==> config.mk <==
export PLATFORM = sky130hd
export DESIGN_NAME = scroll_display_driver_flat
export DESIGN_NICKNAME = d
export VERILOG_FILES = /design/src/rtl/scroll_display_if.sv /design/src/rtl/scroll_display_driver.sv /design/src/flat_wrapper.sv
export SDC_FILE = /design/constraint.sdc
export NUM_CORES = 1
export LEC_CHECK = 0
export BUFFER_PORTS_ARGS = -buffer_cell sky130_fd_sc_hd__buf_2
export CAP_MARGIN = 0
export CORE_UTILIZATION = 30
export CTS_BUF_LIST = sky130_fd_sc_hd__clkbuf_4 sky130_fd_sc_hd__clkbuf_8
export DETAILED_ROUTE_END_ITERATION = 16
export PLACE_DENSITY = 0.44
export SLEW_MARGIN = 15
export SYNTH_ARGS = -nofsm -noshare
export SYNTH_HDL_FRONTEND = slang
export SYNTH_SLANG_ARGS = --single-unit
==> constraint.sdc <==
create_clock -name clk -period 9.5 [get_ports clk]
set_input_delay 0.475 -clock clk [delete_from_list [all_inputs] [get_ports clk]]
set_output_delay 0.475 -clock clk [all_outputs]
set_load 0.01 [all_outputs]
==> src/rtl/scroll_display_if.sv <==
// Scroll-pointer input and 7-segment pin outputs of the scrolling display driver.
interface scroll_display_if;
  logic [3:0] addr;
  logic [3:0] an;
  logic [6:0] seg;

  modport master (output addr, input an, input seg);
  modport slave  (input addr, output an, output seg);
endinterface

==> src/rtl/scroll_display_driver.sv <==
// Shows a 4-character window of a 16-entry hex message on a multiplexed 7-segment
// display, with a dark gap before every digit to avoid ghosting.
module scroll_display_driver #(
  parameter int unsigned DRIVE_CYCLES = 50000,
  parameter int unsigned BLANK_CYCLES = 1000,
  parameter logic [63:0] MSG          = 64'hFEDCBA9876543210
) (
  input logic             clk,
  input logic             reset,
  scroll_display_if.slave bus
);

  localparam int unsigned MaxCycles =
      (DRIVE_CYCLES > BLANK_CYCLES) ? DRIVE_CYCLES : BLANK_CYCLES;
  localparam int unsigned CntW = (MaxCycles > 1) ? $clog2(MaxCycles) : 1;
  localparam logic [CntW-1:0] BlankLast = CntW'(BLANK_CYCLES - 1);
  localparam logic [CntW-1:0] DriveLast = CntW'(DRIVE_CYCLES - 1);

  typedef enum logic [0:0] {StBlank, StDrive} state_e;

  state_e          state_q, state_d;
  logic [1:0]      digit_q, digit_d;
  logic [CntW-1:0] cnt_q, cnt_d;
  logic [3:0]      base_q, base_d;
  logic            started_q, started_d;
  logic [3:0]      an_q, an_d;
  logic [6:0]      seg_q, seg_d;
  logic [3:0]      char_idx;
  logic [3:0]      char_val;

  function automatic logic [6:0] hex_seg(input logic [3:0] h);
    logic [6:0] s;
    case (h)
      4'h0: s = 7'h40;
      4'h1: s = 7'h79;
      4'h2: s = 7'h24;
      4'h3: s = 7'h30;
      4'h4: s = 7'h19;
      4'h5: s = 7'h12;
      4'h6: s = 7'h02;
      4'h7: s = 7'h78;
      4'h8: s = 7'h00;
      4'h9: s = 7'h10;
      4'hA: s = 7'h08;
      4'hB: s = 7'h03;
      4'hC: s = 7'h46;
      4'hD: s = 7'h21;
      4'hE: s = 7'h06;
      default: s = 7'h0E;
    endcase
    return s;
  endfunction

  always_ff @(posedge clk or posedge reset) begin
    if (reset) begin
      state_q   <= StBlank;
      digit_q   <= 2'd3;
      cnt_q     <= '0;
      base_q    <= 4'd0;
      started_q <= 1'b0;
      an_q      <= 4'b1111;
      seg_q     <= 7'h7F;
    end else begin
      state_q   <= state_d;
      digit_q   <= digit_d;
      cnt_q     <= cnt_d;
      base_q    <= base_d;
      started_q <= started_d;
      an_q      <= an_d;
      seg_q     <= seg_d;
    end
  end

  always_comb begin
    state_d   = state_q;
    digit_d   = digit_q;
    cnt_d     = cnt_q + CntW'(1);
    base_d    = base_q;
    started_d = 1'b1;
    if (!started_q) begin
      // First edge after reset acts as the frame-start edge: latch addr, begin BLANK.
      state_d = StBlank;
      digit_d = 2'd3;
      cnt_d   = '0;
      base_d  = bus.addr;
    end else begin
      case (state_q)
        StBlank: begin
          if (cnt_q == BlankLast) begin
            state_d = StDrive;
            cnt_d   = '0;
          end
        end
        default: begin
          if (cnt_q == DriveLast) begin
            state_d = StBlank;
            digit_d = digit_q - 2'd1;
            cnt_d   = '0;
            if (digit_q == 2'd0) begin
              base_d = bus.addr;
            end
          end
        end
      endcase
    end
  end

  // Outputs are computed from the next state so an/seg switch on the same edge as state.
  always_comb begin
    an_d     = 4'b1111;
    seg_d    = 7'h7F;
    char_idx = base_d + {2'b00, ~digit_d};
    char_val = MSG[{char_idx, 2'b00} +: 4];
    if (state_d == StDrive) begin
      an_d  = ~(4'b0001 << digit_d);
      seg_d = hex_seg(char_val);
    end
  end

  assign bus.an  = an_q;
  assign bus.seg = seg_q;

endmodule
==> src/flat_wrapper.sv <==
// flat-port wrapper written by rule: the top's interface ports become plain ports
module scroll_display_driver_flat 
#(
  parameter int unsigned DRIVE_CYCLES = 50000,
  parameter int unsigned BLANK_CYCLES = 1000,
  parameter logic [63:0] MSG          = 64'hFEDCBA9876543210
)
  (clk, reset, bus_addr, bus_an, bus_seg);
  scroll_display_if bus_i ();
  input logic clk;
  input logic reset;
  input wire logic [$bits(bus_i.addr)-1:0] bus_addr;
  output wire logic [$bits(bus_i.an)-1:0] bus_an;
  output wire logic [$bits(bus_i.seg)-1:0] bus_seg;
  assign bus_i.addr = bus_addr;
  assign bus_an = bus_i.an;
  assign bus_seg = bus_i.seg;
  scroll_display_driver #(.DRIVE_CYCLES(DRIVE_CYCLES), .BLANK_CYCLES(BLANK_CYCLES), .MSG(MSG)) u_core (.clk(clk), .reset(reset), .bus(bus_i));
endmodule
==> qor.yml <==
ir_drop_mv: 0.0778
hold_class: "in -> async"
row_count: 28
finalNetCount: 214
startpoint_type: "register"
seqPwrFrac: 0.520
synth_area_um2: 1900
holdBufCountCts: 0
gr-total-overflow: 0
fmax_mhz: 242
dieArea_um2: 6640
vias_per_cell: 4.61
die_w_um: 81.5
clockBufferDepth: 2
seqCellArea_um2: 892
multi_input_area_um2: 936
leakage_nw: 0.918
htree_levels: 2
clock-root-buffer: "clkbuf_8"
antenna_found_initial: 0
cp.arrival_ns: 4.32
first_iter_violations: 46
combPwrFrac: 0.099
cts_num_sinks: 35
setup_viol_count_final: 0
yosysTopAreaCellShare: 0.290
core-area_um2: 6030
routedWlPerCell_um: 13.4
die_h_um: 81.5
grt_max_degree: 36
fillers: 622
tightest_slew_ns: 1.02
grt_first_pass_wirelength_um: 6230
critical_path_class: "reg -> reg"
ctsResizeCount: 0
synthFlopType: "dfrtp_1"
critPathMaxFanout: 14
place_worst_setup_slack_ns: 5.35
rsz0062_at_grt: "no"
place_congestion: 0.778
yosys_register_bits: 35
tns_ns: 0
drive_gt1_frac: 0.266
synth_area_leader_cell: "dfrtp_1"
clkPwrFrac: 0.381
syn_to_final_growth_pct: 14.1
p_sw_mw: 0.0724
final_max_slew_viol_count: 0
diodes: 0
final_cells: 274
synth_edf_count: 0
insertion_delay_ns: 0.28
yosysWarningCount: 0
ant_nets: 0
numPortBuffers: 16
worst_slack_ns: 5.37
synth_seq_area_share: 0.470
final.min_clock_period_ns: 4.13
synth.distinct_cells: 44
dp.cells: 266
p_int_mw: 0.225
drc: 0
relSlewSlack: 0.302
finalHoldViolCount: 0
clkTransAtPathRegs_ns: 0.07
p_sw_frac: 0.243
cts_setup_buffers: 0
fin_util: 0.359
powerDensity_nw_per_um2: 137
cp.required_ns: 9.69
wl_um: 3670
grt_pass1_vias: 1344
vias: 1264
fin_skew_ns: 0.00683
dr.pass1.iters: 4
end_kind: "register"
synth_nets: 193
avgSynthCellArea_um2: 10.7
cts_buffers: 5
min_period_over_period: 0.434
post-dp-hpwl_um: 2740
timing.hold.ws_ns: 0.273
start_util: 0.315
cts_tree: "done"
ios: 17
max_cap_violations: 0
status: "completed"
synth.area.top_cells: "dfrtp_1, dfstp_2, ha_1"
synthCells: 177
grt.total_usage: 0.127
async_reset_ff_frac: 1.00
synth_stat cells, drive strengths merged (3+ instances only):
master	n
dfrtp	22
dfstp	13
ha	9
nand3	13
xnor2	6
and3	4
xor2	13
nand2	15
inv	16
mux2i	3
nor4b	3
nor2	21
mux2	4
final cells by class:
class | instances | share of cell area
clock inverter | 1 | 0.00231
clock buffer | 7 | 0.0416
inverter | 16 | 0.0277
sequential | 35 | 0.412
timing repair buffer | 17 | 0.0405
tap | 75 | 0.0434
multi-input combinational | 123 | 0.432
cells in the final DEF (no fill, tap or decap), drive strengths merged, types with 2 or more instances in the layout:
master	synthesis	routed
a21oi	2	2
and3	4	4
buf	1	17
clkbuf	2	7
dfrtp	22	22
dfstp	13	13
ha	9	9
inv	16	16
mux2	4	4
mux2i	3	3
nand2	15	15
nand3	13	13
nand3b	2	2
nor2	21	21
nor3	2	2
nor4	2	2
nor4b	3	3
o211ai	2	2
o21ai	2	2
o221ai	2	2
o311ai	2	2
xnor2	6	6
xor2	13	13
sequential cells by signal (all words and copies together) (netlist names):
| name | cells |
|---|---|
| u_core.digit_q | 2 |
| u_core.bus.an | 4 |
| u_core.started_q | 1 |
| u_core.bus.seg | 7 |
| u_core.cnt_q | 16 |
| u_core.state_q | 1 |
| u_core.base_q | 4 |
power groups by stage:
stage	Sequential, mW	Clock (mW)	Combinational [mW]
floorplan	0.157	0	0.0227
global placement	0.157	0	0.0283
detailed placement	0.157	0	0.0299
CTS	0.155	0.117	0.0301
global route	0.155	0.122	0.0337
finish	0.155	0.113	0.0294
routing by layer:
metal  part of all wire  wire length, µm  up-vias  track usage
met5                  0                0        -            0
met4              0.011               41        0       0.0482
met3              0.027               99        5       0.0356
met2               0.46             1710       11        0.200
met1               0.50             1820      614        0.163
li1                   -                -      634            -
logic make-up (layout without fill, tap and decap cells):
family | after synthesis | in the layout | synth area share
compound gates | 15 | 15 | 0.0693
xor+xnor | 19 | 19 | 0.0976
fa+ha+maj | 10 | 10 | 0.0699
buf+inv | 19 | 41 | 0.0383
flops | 35 | 35 | 0.470
mux | 8 | 8 | 0.0514
other cells | 1 | 1 | 0.00198
simple gates | 70 | 70 | 0.201
worst max-delay path: stages (launching register included):
cell and delay [ns]:
dfrtp_1 0.39, ha_1 0.25, nand3_2 0.14, or4_4 0.53
o21ai_4 0.20, mux2_2 0.38, ha_1 0.27, a21o_1 0.12
nand2_1 0.07, xor2_1 0.15, mux2i_1 0.80, mux4_2 0.59
nand2b_1 0.15
worst paths after layout:
path | start | endpoint | slack [ns] | cells past startpoint
worst max register to register | u_core.cnt_q[0] | u_core.bus.seg[3] | 5.37 | 12
worst max-delay path | u_core.cnt_q[0] | u_core.bus.seg[3] | 5.37 | 12
worst min register to register | u_core.cnt_q[0] | u_core.cnt_q[0] | 0.49 | 1
min in group clk | bus_addr[0] | u_core.base_q[0] | 0.45 | 2
worst min-delay path | reset | u_core.cnt_q[2] | 0.27 | 3
max in group asynchronous | reset | u_core.bus.seg[5] | 8.86 | 3
metrics by stage:
step                power, mW  instance area [µm²]
floorplan               0.179                 1900
global placement        0.186                 2070
detailed placement      0.187                 2070
CTS                     0.302                 2160
global route            0.310                 2160
finish                  0.297                 2160
Note: power is estimated with default switching activity, not from simulation.
